File: config.mk
export PLATFORM = sky130hd
export DESIGN_NAME = uart_tx_mmio
export DESIGN_NICKNAME = d
export VERILOG_FILES = /design/src/rtl/uart_pkg.sv /design/src/rtl/sync_fifo.sv /design/src/rtl/uart_tx_mmio.sv
export SDC_FILE = /design/constraint.sdc
export NUM_CORES = 1
export LEC_CHECK = 0
export CAP_MARGIN = 20
export CORE_ASPECT_RATIO = 1.4
export CORE_MARGIN = 4
export CORE_UTILIZATION = 30
export CTS_CLUSTER_SIZE = 8
export DETAILED_ROUTE_END_ITERATION = 12
export HOLD_SLACK_MARGIN = 0.08
export SLEW_MARGIN = 0
export SYNTH_ARGS = -nofsm -noshare
export SYNTH_HDL_FRONTEND = slang
export SYNTH_SLANG_ARGS = --single-unit
File: constraint.sdc
create_clock -name clk -period 2.7 [get_ports clk]
set_input_delay 0.81 -clock clk [delete_from_list [all_inputs] [get_ports clk]]
set_output_delay 0.81 -clock clk [all_outputs]
set_load 0.01 [all_outputs]
File: src/rtl/uart_pkg.sv
// rtl/uart_pkg.sv - shared register map, status bit positions and FSM encodings for uart_tx_mmio
package uart_pkg;

  // Register offsets, decoded from byte address bits [3:2]
  localparam logic [1:0] REG_TXDATA  = 2'd0;
  localparam logic [1:0] REG_STATUS  = 2'd1;
  localparam logic [1:0] REG_BAUDDIV = 2'd2;
  localparam logic [1:0] REG_RSVD    = 2'd3;

  // STATUS bit positions
  localparam int STAT_EMPTY    = 0;
  localparam int STAT_SHIFTING = 1;
  localparam int STAT_FULL     = 2;
  localparam int STAT_BUSY     = 3;
  localparam int STAT_OVF      = 4;

  // Transmit FSM state encodings
  localparam logic [1:0] ST_IDLE  = 2'd0;
  localparam logic [1:0] ST_START = 2'd1;
  localparam logic [1:0] ST_DATA  = 2'd2;
  localparam logic [1:0] ST_STOP  = 2'd3;

  // Smallest divisor the bit timer can honour
  localparam logic [15:0] MIN_DIV = 16'd2;

  // Divisor actually used for a frame: BAUDDIV clamped from below
  function automatic logic [15:0] eff_div(input logic [15:0] d);
    return (d < MIN_DIV) ? MIN_DIV : d;
  endfunction

endpackage

File: src/rtl/sync_fifo.sv
// rtl/sync_fifo.sv - synchronous show-ahead FIFO with occupancy count
module sync_fifo #(
  parameter int DEPTH = 8,
  parameter int WIDTH = 8
) (
  input  logic                     clk,
  input  logic                     reset,
  input  logic                     push,
  input  logic                     pop,
  input  logic [WIDTH-1:0]         din,
  output logic [WIDTH-1:0]         dout,
  output logic                     full,
  output logic                     empty,
  output logic [$clog2(DEPTH):0]   count
);

  localparam int AW = $clog2(DEPTH);
  localparam logic [AW:0] FULL_COUNT = (AW+1)'(DEPTH);

  logic [WIDTH-1:0] mem [DEPTH];
  logic [AW-1:0]    wr_ptr;
  logic [AW-1:0]    rd_ptr;
  logic             do_push;
  logic             do_pop;

  assign full    = (count == FULL_COUNT);
  assign empty   = (count == '0);
  assign do_pop  = pop && !empty;
  assign do_push = push && (!full || do_pop);
  assign dout    = mem[rd_ptr];

  // Storage array; contents are don't-care until written, so no reset
  always_ff @(posedge clk) begin
    if (do_push) begin
      mem[wr_ptr] <= din;
    end
  end

  // Pointers wrap naturally at DEPTH (power of two); count tracks occupancy
  always_ff @(posedge clk) begin
    if (reset) begin
      wr_ptr <= '0;
      rd_ptr <= '0;
      count  <= '0;
    end else begin
      if (do_push) begin
        wr_ptr <= wr_ptr + 1'b1;
      end
      if (do_pop) begin
        rd_ptr <= rd_ptr + 1'b1;
      end
      case ({do_push, do_pop})
        2'b10:   count <= count + 1'b1;
        2'b01:   count <= count - 1'b1;
        default: count <= count;
      endcase
    end
  end

endmodule

File: src/rtl/uart_tx_mmio.sv
// rtl/uart_tx_mmio.sv - memory-mapped 8N1 UART transmitter with TX FIFO
module uart_tx_mmio
  import uart_pkg::*;
#(
  parameter int DEFAULT_DIV = 434,
  parameter int FIFO_DEPTH  = 8
) (
  input  logic        clk,
  input  logic        reset,
  input  logic [31:0] uart_addr,
  input  logic [31:0] uart_write_data,
  input  logic        uart_wen,
  output logic [31:0] uart_read_data,
  output logic        uart_txd,
  output logic        tx_busy
);

  localparam int CW = $clog2(FIFO_DEPTH) + 1;

  logic [1:0]    reg_sel;
  logic          wr_txdata;
  logic          ovf_set;
  logic          ovf_clr;
  logic          ovf;
  logic [15:0]   bauddiv;

  logic          fifo_push;
  logic          fifo_pop;
  logic [7:0]    fifo_dout;
  logic          fifo_full;
  logic          fifo_empty;
  logic [CW-1:0] fifo_count;

  logic [1:0]    state;
  logic [7:0]    shreg;
  logic [2:0]    bit_idx;
  logic [15:0]   baud_cnt;
  logic [15:0]   div_q;
  logic          bit_done;
  logic          shifting;
  logic          line_next;

  // Address and data bits outside the decoded fields are intentionally ignored
  logic unused_bits;
  assign unused_bits = ^{uart_addr[31:4], uart_addr[1:0], uart_write_data[31:16]};

  assign reg_sel   = uart_addr[3:2];
  assign wr_txdata = uart_wen && (reg_sel == REG_TXDATA);

  // Pop only from registered state so a byte pushed this cycle waits one cycle
  assign fifo_pop  = (state == ST_IDLE) && (fifo_count != '0);
  assign fifo_push = wr_txdata && (!fifo_full || fifo_pop);
  assign ovf_set   = wr_txdata && fifo_full && !fifo_pop;
  assign ovf_clr   = uart_wen && (reg_sel == REG_STATUS) && uart_write_data[STAT_OVF];

  assign shifting  = (state != ST_IDLE);
  assign tx_busy   = shifting || !fifo_empty;
  assign bit_done  = (baud_cnt == div_q - 16'd1);

  sync_fifo #(
    .DEPTH (FIFO_DEPTH),
    .WIDTH (8)
  ) u_fifo (
    .clk   (clk),
    .reset (reset),
    .push  (fifo_push),
    .pop   (fifo_pop),
    .din   (uart_write_data[7:0]),
    .dout  (fifo_dout),
    .full  (fifo_full),
    .empty (fifo_empty),
    .count (fifo_count)
  );

  // Sticky overflow flag; a new overflow beats a simultaneous clear
  always_ff @(posedge clk) begin
    if (reset) begin
      ovf <= 1'b0;
    end else if (ovf_set) begin
      ovf <= 1'b1;
    end else if (ovf_clr) begin
      ovf <= 1'b0;
    end
  end

  // Baud divisor register; frames in flight keep their own latched copy
  always_ff @(posedge clk) begin
    if (reset) begin
      bauddiv <= 16'(DEFAULT_DIV);
    end else if (uart_wen && (reg_sel == REG_BAUDDIV)) begin
      bauddiv <= uart_write_data[15:0];
    end
  end

  // Frame sequencer: every state is held for exactly div_q clocks
  always_ff @(posedge clk) begin
    if (reset) begin
      state    <= ST_IDLE;
      shreg    <= '0;
      bit_idx  <= '0;
      baud_cnt <= '0;
      div_q    <= MIN_DIV;
    end else begin
      case (state)
        ST_IDLE: begin
          baud_cnt <= '0;
          if (fifo_pop) begin
            state <= ST_START;
            shreg <= fifo_dout;
            div_q <= eff_div(bauddiv);
          end
        end
        ST_START: begin
          if (bit_done) begin
            baud_cnt <= '0;
            bit_idx  <= '0;
            state    <= ST_DATA;
          end else begin
            baud_cnt <= baud_cnt + 16'd1;
          end
        end
        ST_DATA: begin
          if (bit_done) begin
            baud_cnt <= '0;
            shreg    <= {1'b0, shreg[7:1]};
            if (bit_idx == 3'd7) begin
              state <= ST_STOP;
            end else begin
              bit_idx <= bit_idx + 3'd1;
            end
          end else begin
            baud_cnt <= baud_cnt + 16'd1;
          end
        end
        default: begin
          if (bit_done) begin
            baud_cnt <= '0;
            state    <= ST_IDLE;
          end else begin
            baud_cnt <= baud_cnt + 16'd1;
          end
        end
      endcase
    end
  end

  // Line level implied by the current state, LSB first
  always_comb begin
    line_next = 1'b1;
    case (state)
      ST_START: line_next = 1'b0;
      ST_DATA:  line_next = shreg[0];
      default:  line_next = 1'b1;
    endcase
  end

  // Registered serial output, idle high and forced high by reset
  always_ff @(posedge clk) begin
    if (reset) begin
      uart_txd <= 1'b1;
    end else begin
      uart_txd <= line_next;
    end
  end

  // Combinational register read mux
  always_comb begin
    uart_read_data = '0;
    case (reg_sel)
      REG_STATUS: begin
        uart_read_data[STAT_EMPTY]    = fifo_empty;
        uart_read_data[STAT_SHIFTING] = shifting;
        uart_read_data[STAT_FULL]     = fifo_full;
        uart_read_data[STAT_BUSY]     = tx_busy;
        uart_read_data[STAT_OVF]      = ovf;
      end
      REG_BAUDDIV: uart_read_data = {16'b0, bauddiv};
      default:     uart_read_data = '0;
    endcase
  end

endmodule

; Word level (Yosys, flattened, before mapping)
; Memories as Yosys holds them, arrays and structs flattened. A register that Yosys moved wholly into a read port is not among the register bits.
; Cells that the tools add are included.
[op_classes]
n_addsub = 7
order_cmp = 1
n_eq_ne = 14
muxes = 24
n_reduce_logical = 31
[op_table]
columns = op, count
row1 = $add A16 B1 Y16 const B, 1
row2 = $eq A16 B16 Y1, 1
row3 = $lt A16 B2 Y1 const B, 1
row4 = $mux W16, 1
row5 = $mux W8, 2
row6 = $pmux W8 S2, 1
row7 = $sub A16 B1 Y16 const B, 1
row8 = $mux W3, 5
row9 = $reduce_bool A2 Y1, 6
row10 = $mux W11, 1
row11 = $logic_and A1 B1 Y1, 10
row12 = $mux W2, 5
row13 = $ne A2 B2 Y1 const B, 5
row14 = $pmux W5 S2, 1
row15 = $add A3 B1 Y3 const B, 3
row16 = $pmux W4 S2, 1
row17 = $eq A2 B1 Y1 const B, 3
row18 = $eq A2 B2 Y1 const B, 3
row19 = $pmux W2 S3, 1
row20 = $pmux W3 S2, 1
row21 = $reduce_and A5 Y1, 1
row22 = $add A4 B1 Y4 const B, 1
row23 = $eq A4 B4 Y1 const B, 1
row24 = $logic_not A2 Y1, 2
row25 = other kinds (12), 19
[word_totals]
reg_bits = 73
ram_bits = 64
in_bits = 67
out_inout_bits = 34
word_cells = 89
mem_count = 1
[mem_list]
columns = memory, depth, width, rd, rd_clocked_by_memory_dff, write_ports, line_no
row1 = u_fifo.mem, 8, 8, 1, 1, 1, sync_fifo.sv:20  ; logic [WIDTH-1:0] mem [DEPTH];

; Depth between registers and ports, before layout
[depth]
ltp_word = 7
ltp_mapped = 14
mapped_depth_nobuf = 13

; Hierarchy
; From an unflattened synthesis, not the netlist that was laid out.
[unflattened]
cells_unflattened = 615
hier_area_um2 = 6775.2
[by_module_without_submodules]
columns = module, instances, cells_each, area_each_um2, seq_area_each_um2
row1 = uart_tx_mmio, 1, 436, 3559.7, 1261.2
row2 = sync_fifo, 1, 179, 3215.6, 2182.1

; Least setup slack after synthesis
; No wires, ideal clock.
[synth_timing]
path_kind = register to register
from = register u_fifo.count[0]
to = register u_fifo.count[3]
setup_ns = 0.070
t_arrival_ns = 2.885
required_ns = 2.630
path_slack_ns = -0.255
path_stages_with_launch = 14
path_buffers = 3
period_less_slack_ns = 2.955
path_cell_list = dfxtp_1 -> nor4_1 -> nand2b_1 -> clkbuf_1 -> inv_1 -> clkbuf_1 -> clkbuf_1 -> ha_1 -> ha_1 -> a21o_1 -> a21oi_1 -> xnor2_1 -> or3_1 -> a21oi_1
[synth_via]
elab_chain_cells = 7
word_cells_on_any_way = 17
cone_classes = add/sub (2) / eq/ne (3) / mux (1) / reduce/logical (11)
[synth_rtl]
columns = item, line_no
row1 = from (decl), sync_fifo.sv:14  ; output logic [$clog2(DEPTH):0] count
row2 = from (signal assigned), sync_fifo.sv:53  ; 2'b10: count <= count + 1'b1;
row3 = from (signal assigned), sync_fifo.sv:54  ; 2'b01: count <= count - 1'b1;
row4 = from (signal assigned), sync_fifo.sv:55  ; default: count <= count;
row5 = $reduce_bool A4 Y1 / $logic_not A4 Y1 (equally long branches), "uart_tx_mmio.sv:51, sync_fifo.sv:27"
row6 = $logic_and A1 B1 Y1 / $logic_not A1 Y1 (equally long branches), "uart_tx_mmio.sv:51, sync_fifo.sv:28"
row7 = $logic_and A1 B1 Y1 *, sync_fifo.sv:28  ; assign do_pop = pop && !empty;
row8 = named net u_fifo.do_pop, sync_fifo.sv:24  ; logic do_pop;
row9 = $logic_or A1 B1 Y1, sync_fifo.sv:29  ; assign do_push = push && (!full || do_pop);
row10 = $logic_and A1 B1 Y1, sync_fifo.sv:29
row11 = $eq A2 B1 Y1 / $eq A2 B2 Y1 (equally long branches), sync_fifo.sv:52  ; case ({do_push, do_pop})
row12 = $pmux W4 S2 / $reduce_bool A2 Y1 (equally long branches), -
; Mark *: on every way through the listed nets, which the timed path passes. The rest lies on a longest branch.
; A chain may end at the register's enable or synchronous reset.

; Worst setup path in the final report
[layout_timing]
from = register div_q[0]
to = register shreg[3]
[layout_via]
elab_chain_cells = 4
[layout_rtl]
columns = item, line_no
row1 = from (decl), uart_tx_mmio.sv:38  ; logic [15:0] div_q;
row2 = from (signal assigned), uart_tx_mmio.sv:110  ; div_q <= eff_div(bauddiv);
row3 = $sub A16 B1 Y16, uart_tx_mmio.sv:58  ; assign bit_done = (baud_cnt == div_q - 16'd1);
row4 = $eq A16 B16 Y1, uart_tx_mmio.sv:58
row5 = $ne A2 B2 Y1 (no source line), -
row6 = $reduce_and A3 Y1 (no source line), -
row7 = to (signal assigned), uart_tx_mmio.sv:109  ; shreg <= fifo_dout;
row8 = to (signal assigned), uart_tx_mmio.sv:125  ; shreg <= {1'b0, shreg[7:1]};
row9 = to (decl), uart_tx_mmio.sv:35  ; logic [7:0] shreg;
; No other way between the ends.

==> flow_summary_export.csv <==
group,metric,value,unit
synthesis,synth.distinct_cells,64,
global_routing,grt_pass1_wl,24900,microns
timing,setup_ws,-0.0625,ns
synthesis,yosysSeqAreaShare,51.9,%
finish,areaGrowthSynthToFinish,27.7,%
worst_setup_path,end_kind,"register",
synthesis,muxShareOfSynthArea,7.99,%
die,core_area,21900,sq um
worst_setup_path,cp_max_fo,6,
synthesis,yosys.area_share.xor_xnor,5.15,%
clock_network,root_buffer,"clkbuf_16",
detailed_routing,postRouteAntennaNets,0,
synthesis,synth-edff-count,64,
finish,fin_cells,1028,
detailed_routing,dr.first_iter.drc_count,172,
detailed_routing,first_pass_iters,4,
finish,n_antenna_cell,0,
synthesis,async_flop_share,0,%
clock_network,cts_buffer_depth,2,
finish,final_cell_mix,"88 x nand2_1, 73 x dfxtp_1, 64 x edfxtp_1",
finish,final_common_cell,"nand2_1",
die,die_y,184,microns
synthesis,synth_flop_cell,"dfxtp_1",
worst_setup_path,crit_type,"register to register",
pwr,powerDensity,881,nW/um^2
global_routing,grt_pass1_vias,4809,
min_path,worstHoldPathCells,2,
detailed_routing,wire_per_inst,15.3,microns
synthesis,synth_compound_area_share,7.78,%
finish,multi_input_area,3150,sq um
clock_network,clk_pin_slew_worst_paths,0.06,ns
synthesis,ys_ff_latch,140,
die,die_area,24600,sq um
status,status,"complete, but fails checks",
detailed_routing,vias,4809,
timing,finalCritPeriodShare,102,%
timing,rsz0062_at_grt,"true",
synthesis,synth_cells,626,
pwr,worst_ir_drop_vdd,558,uV
global_routing,grtUsageTotal,12.9,%
synthesis,synth_area,6640,sq um
placement,gp_congestion,0.804,
global_routing,antenna_found_initial,0,
global_routing,grt_overflow_total,0,
pwr,leakagePower,3.08,nW
synthesis,synth.avg_cell_area,10.6,sq um
min_path,hp-class,"register to register",
finish,final_nets,801,
detailed_routing,drc_errors,0,
synthesis,yosys.area_share.simple,19.3,%
placement,place_inst,991,
worst_setup_path,cp-start-kind,"register",
placement,hpwl,11200,microns
global_routing,grt_max_degree,29,
status,violations,"setup timing",
die,start_util,30.4,%
job,cap_violations,0,
placement,port-buffer-count,38,
worst_setup_path,r2r_cells,10,
detailed_routing,routed_wirelength,15700,microns
timing,timing.fmax,0.362,GHz
placement,placedInstanceArea,7680,sq um
synthesis,ys.warnings.count,0,
synthesis,synth_fa_ha_area_share,3.13,%
finish,drive_gt1_share,24.9,%
timing,finalHoldViolCount,0,
timing,fin_crit,2.76,ns
clock_network,cts_tree,"done",
timing,setup_viol,8,
clock_network,cts_made_buffers,17,
synthesis,synth_top_family_by_area,"simple AND/OR/NAND/NOR gates",
finish,num-fill-cells,2136,
clock_network,clock_latency,0.42,ns
worst_setup_path,required,3.01,ns
die,io_pins,101,
timing,tightest_slew,0.603,ns
timing,fin_worst_skew,0.00702,ns
worst_setup_path,cp.arrival,3.08,ns
timing,slew_violations,0,
clock_network,cts_hold_buffers,0,
timing,slew_headroom,59.7,%
detailed_routing,viasPerCell,4.68,
die,die_w,134,microns
die,rows,64,
clock_network,cts_sinks,140,
finish,postLayoutCellArea,8480,sq um
clock_network,ctsHtreeMaxLevel,4,
finish,regArea,3450,sq um
==> cells in the mapped netlist (2+ instances only) <==
| master | count | area (sq um) |
|---|---|---|
| a21oi_1 | 43 | 215 |
| a22oi_1 | 4 | 30.0 |
| a31oi_1 | 7 | 43.8 |
| a32oi_1 | 3 | 26.3 |
| and2_1 | 14 | 87.6 |
| and3_1 | 6 | 37.5 |
| buf_1 | 2 | 7.51 |
| buf_2 | 3 | 15.0 |
| buf_4 | 16 | 120 |
| clkbuf_1 | 23 | 86.3 |
| dfxtp_1 | 76 | 1520 |
| edfxtp_1 | 64 | 1920 |
| ha_1 | 15 | 188 |
| inv_1 | 18 | 67.6 |
| mux2_2 | 8 | 90.1 |
| mux2i_1 | 8 | 80.1 |
| mux4_2 | 16 | 360 |
| nand2_1 | 88 | 330 |
| nand2b_1 | 7 | 43.8 |
| nand3_1 | 12 | 60.1 |
| nand3b_1 | 5 | 37.5 |
| nand4_1 | 6 | 37.5 |
| nand4b_1 | 2 | 17.5 |
| nor2_1 | 58 | 218 |
| nor2b_1 | 13 | 81.3 |
| nor3_1 | 12 | 60.1 |
| nor3b_1 | 2 | 15.0 |
| nor4_1 | 7 | 43.8 |
| nor4_4 | 3 | 63.8 |
| o2111ai_1 | 3 | 26.3 |
| o21a_1 | 2 | 15.0 |
| o21ai_0 | 5 | 25.0 |
| o22ai_1 | 2 | 12.5 |
| o31a_2 | 2 | 20.0 |
| or3_1 | 3 | 18.8 |
| or4_1 | 3 | 22.5 |
| xnor2_1 | 23 | 201 |
| xor2_1 | 16 | 140 |
==> layout make-up <==
class	instances	share of cell area, %
sequential	140	40.6
multi-input combinational	437	37.1
timing repair buffer	104	9.93
clock buffer	17	5.02
tap	297	4.38
clock inverter	15	2.11
inverter	18	0.797
==> logic make-up after synthesis <==
kind of cell / Yosys count
AOI/OAI and AO/OA: 83
xor gates and xnor gates: 39
adders and majority gates: 16
buffers and inverters: 64
DFF: 140
muxes: 32
other: 1
and+or+nand+nor: 251
==> per-layer routing <==
metal / global-route usage, % / wire, microns / vias to the layer above
li1: - / - / 2364
met1: 14.9 / 6530 / 2304
met2: 23.7 / 8260 / 113
met3: 2.49 / 602 / 28
met4: 4.86 / 319 / 0
met5: 0 / 0 / -
==> stage by stage <==
step           hold slack (ns)  TNS (ns)  power (mW)  setup WS (ns)  util, %
2_1_floorplan            0.432   -0.0237        4.25        -0.0237        -
3_3_place_gp             0.440    -11.81        4.93         -0.686     35.1
3_5_place_dp             0.447    -11.98        4.94         -0.683     35.1
4_1_cts                  0.456         0        7.45        0.00131     38.4
5_1_grt                  0.480     -2.83        7.89         -0.170     38.8
6_report                 0.453    -0.403        7.47        -0.0625     38.8
==> repair_timing <==
item,CTS,global route
buffers inserted,2,3
setup endpoints to repair,45,46
endpoints found under the hold margin,0,0
pin swaps,8,9
gates resized for setup,80,20
==> state kept, by name (all words and copies together), names as in the netlist, named ones only <==
| register | flops |
|---|---|
| u_fifo.wr_ptr | 3 |
| bit_idx | 3 |
| baud_cnt | 16 |
| shreg | 8 |
| u_fifo.rd_ptr | 3 |
| bauddiv | 16 |
| div_q | 16 |
| u_fifo.mem | 64 |
| u_fifo.count | 4 |
| state | 2 |
| uart_txd | 1 |
| ovf | 1 |
==> critical path, cell delays in order, from the launching register on <==
cell,delay (ns)
dfxtp_2,0.34
buf_6,0.12
or4_4,0.53
o21ai_4,0.19
nor4b_4,0.25
o2111ai_2,0.19
nor4_4,0.39
buf_12,0.16
o21ai_2,0.06
buf_4,0.16
mux2_2,0.26
==> final timing paths <==
kind                         startpoint               endpoint  slack (ns)
setup / recovery  div_q[0]$_SDFFE_PP0P_  shreg[3]$_SDFFE_PP0P_       -0.06
hold / removal    shreg[7]$_SDFFE_PP0P_  shreg[7]$_SDFFE_PP0P_        0.45
setup reg to reg  div_q[0]$_SDFFE_PP0P_  shreg[3]$_SDFFE_PP0P_       -0.06
hold reg to reg   shreg[7]$_SDFFE_PP0P_  shreg[7]$_SDFFE_PP0P_        0.45
==> where the power goes <==
group	leakage, nW	switching [mW]	internal, mW
Combinational	1.59	1.32	1.20
Clock	0.291	0.999	1.40
Sequential	1.19	0.173	2.38
Power figures use the tool's default switching activity.
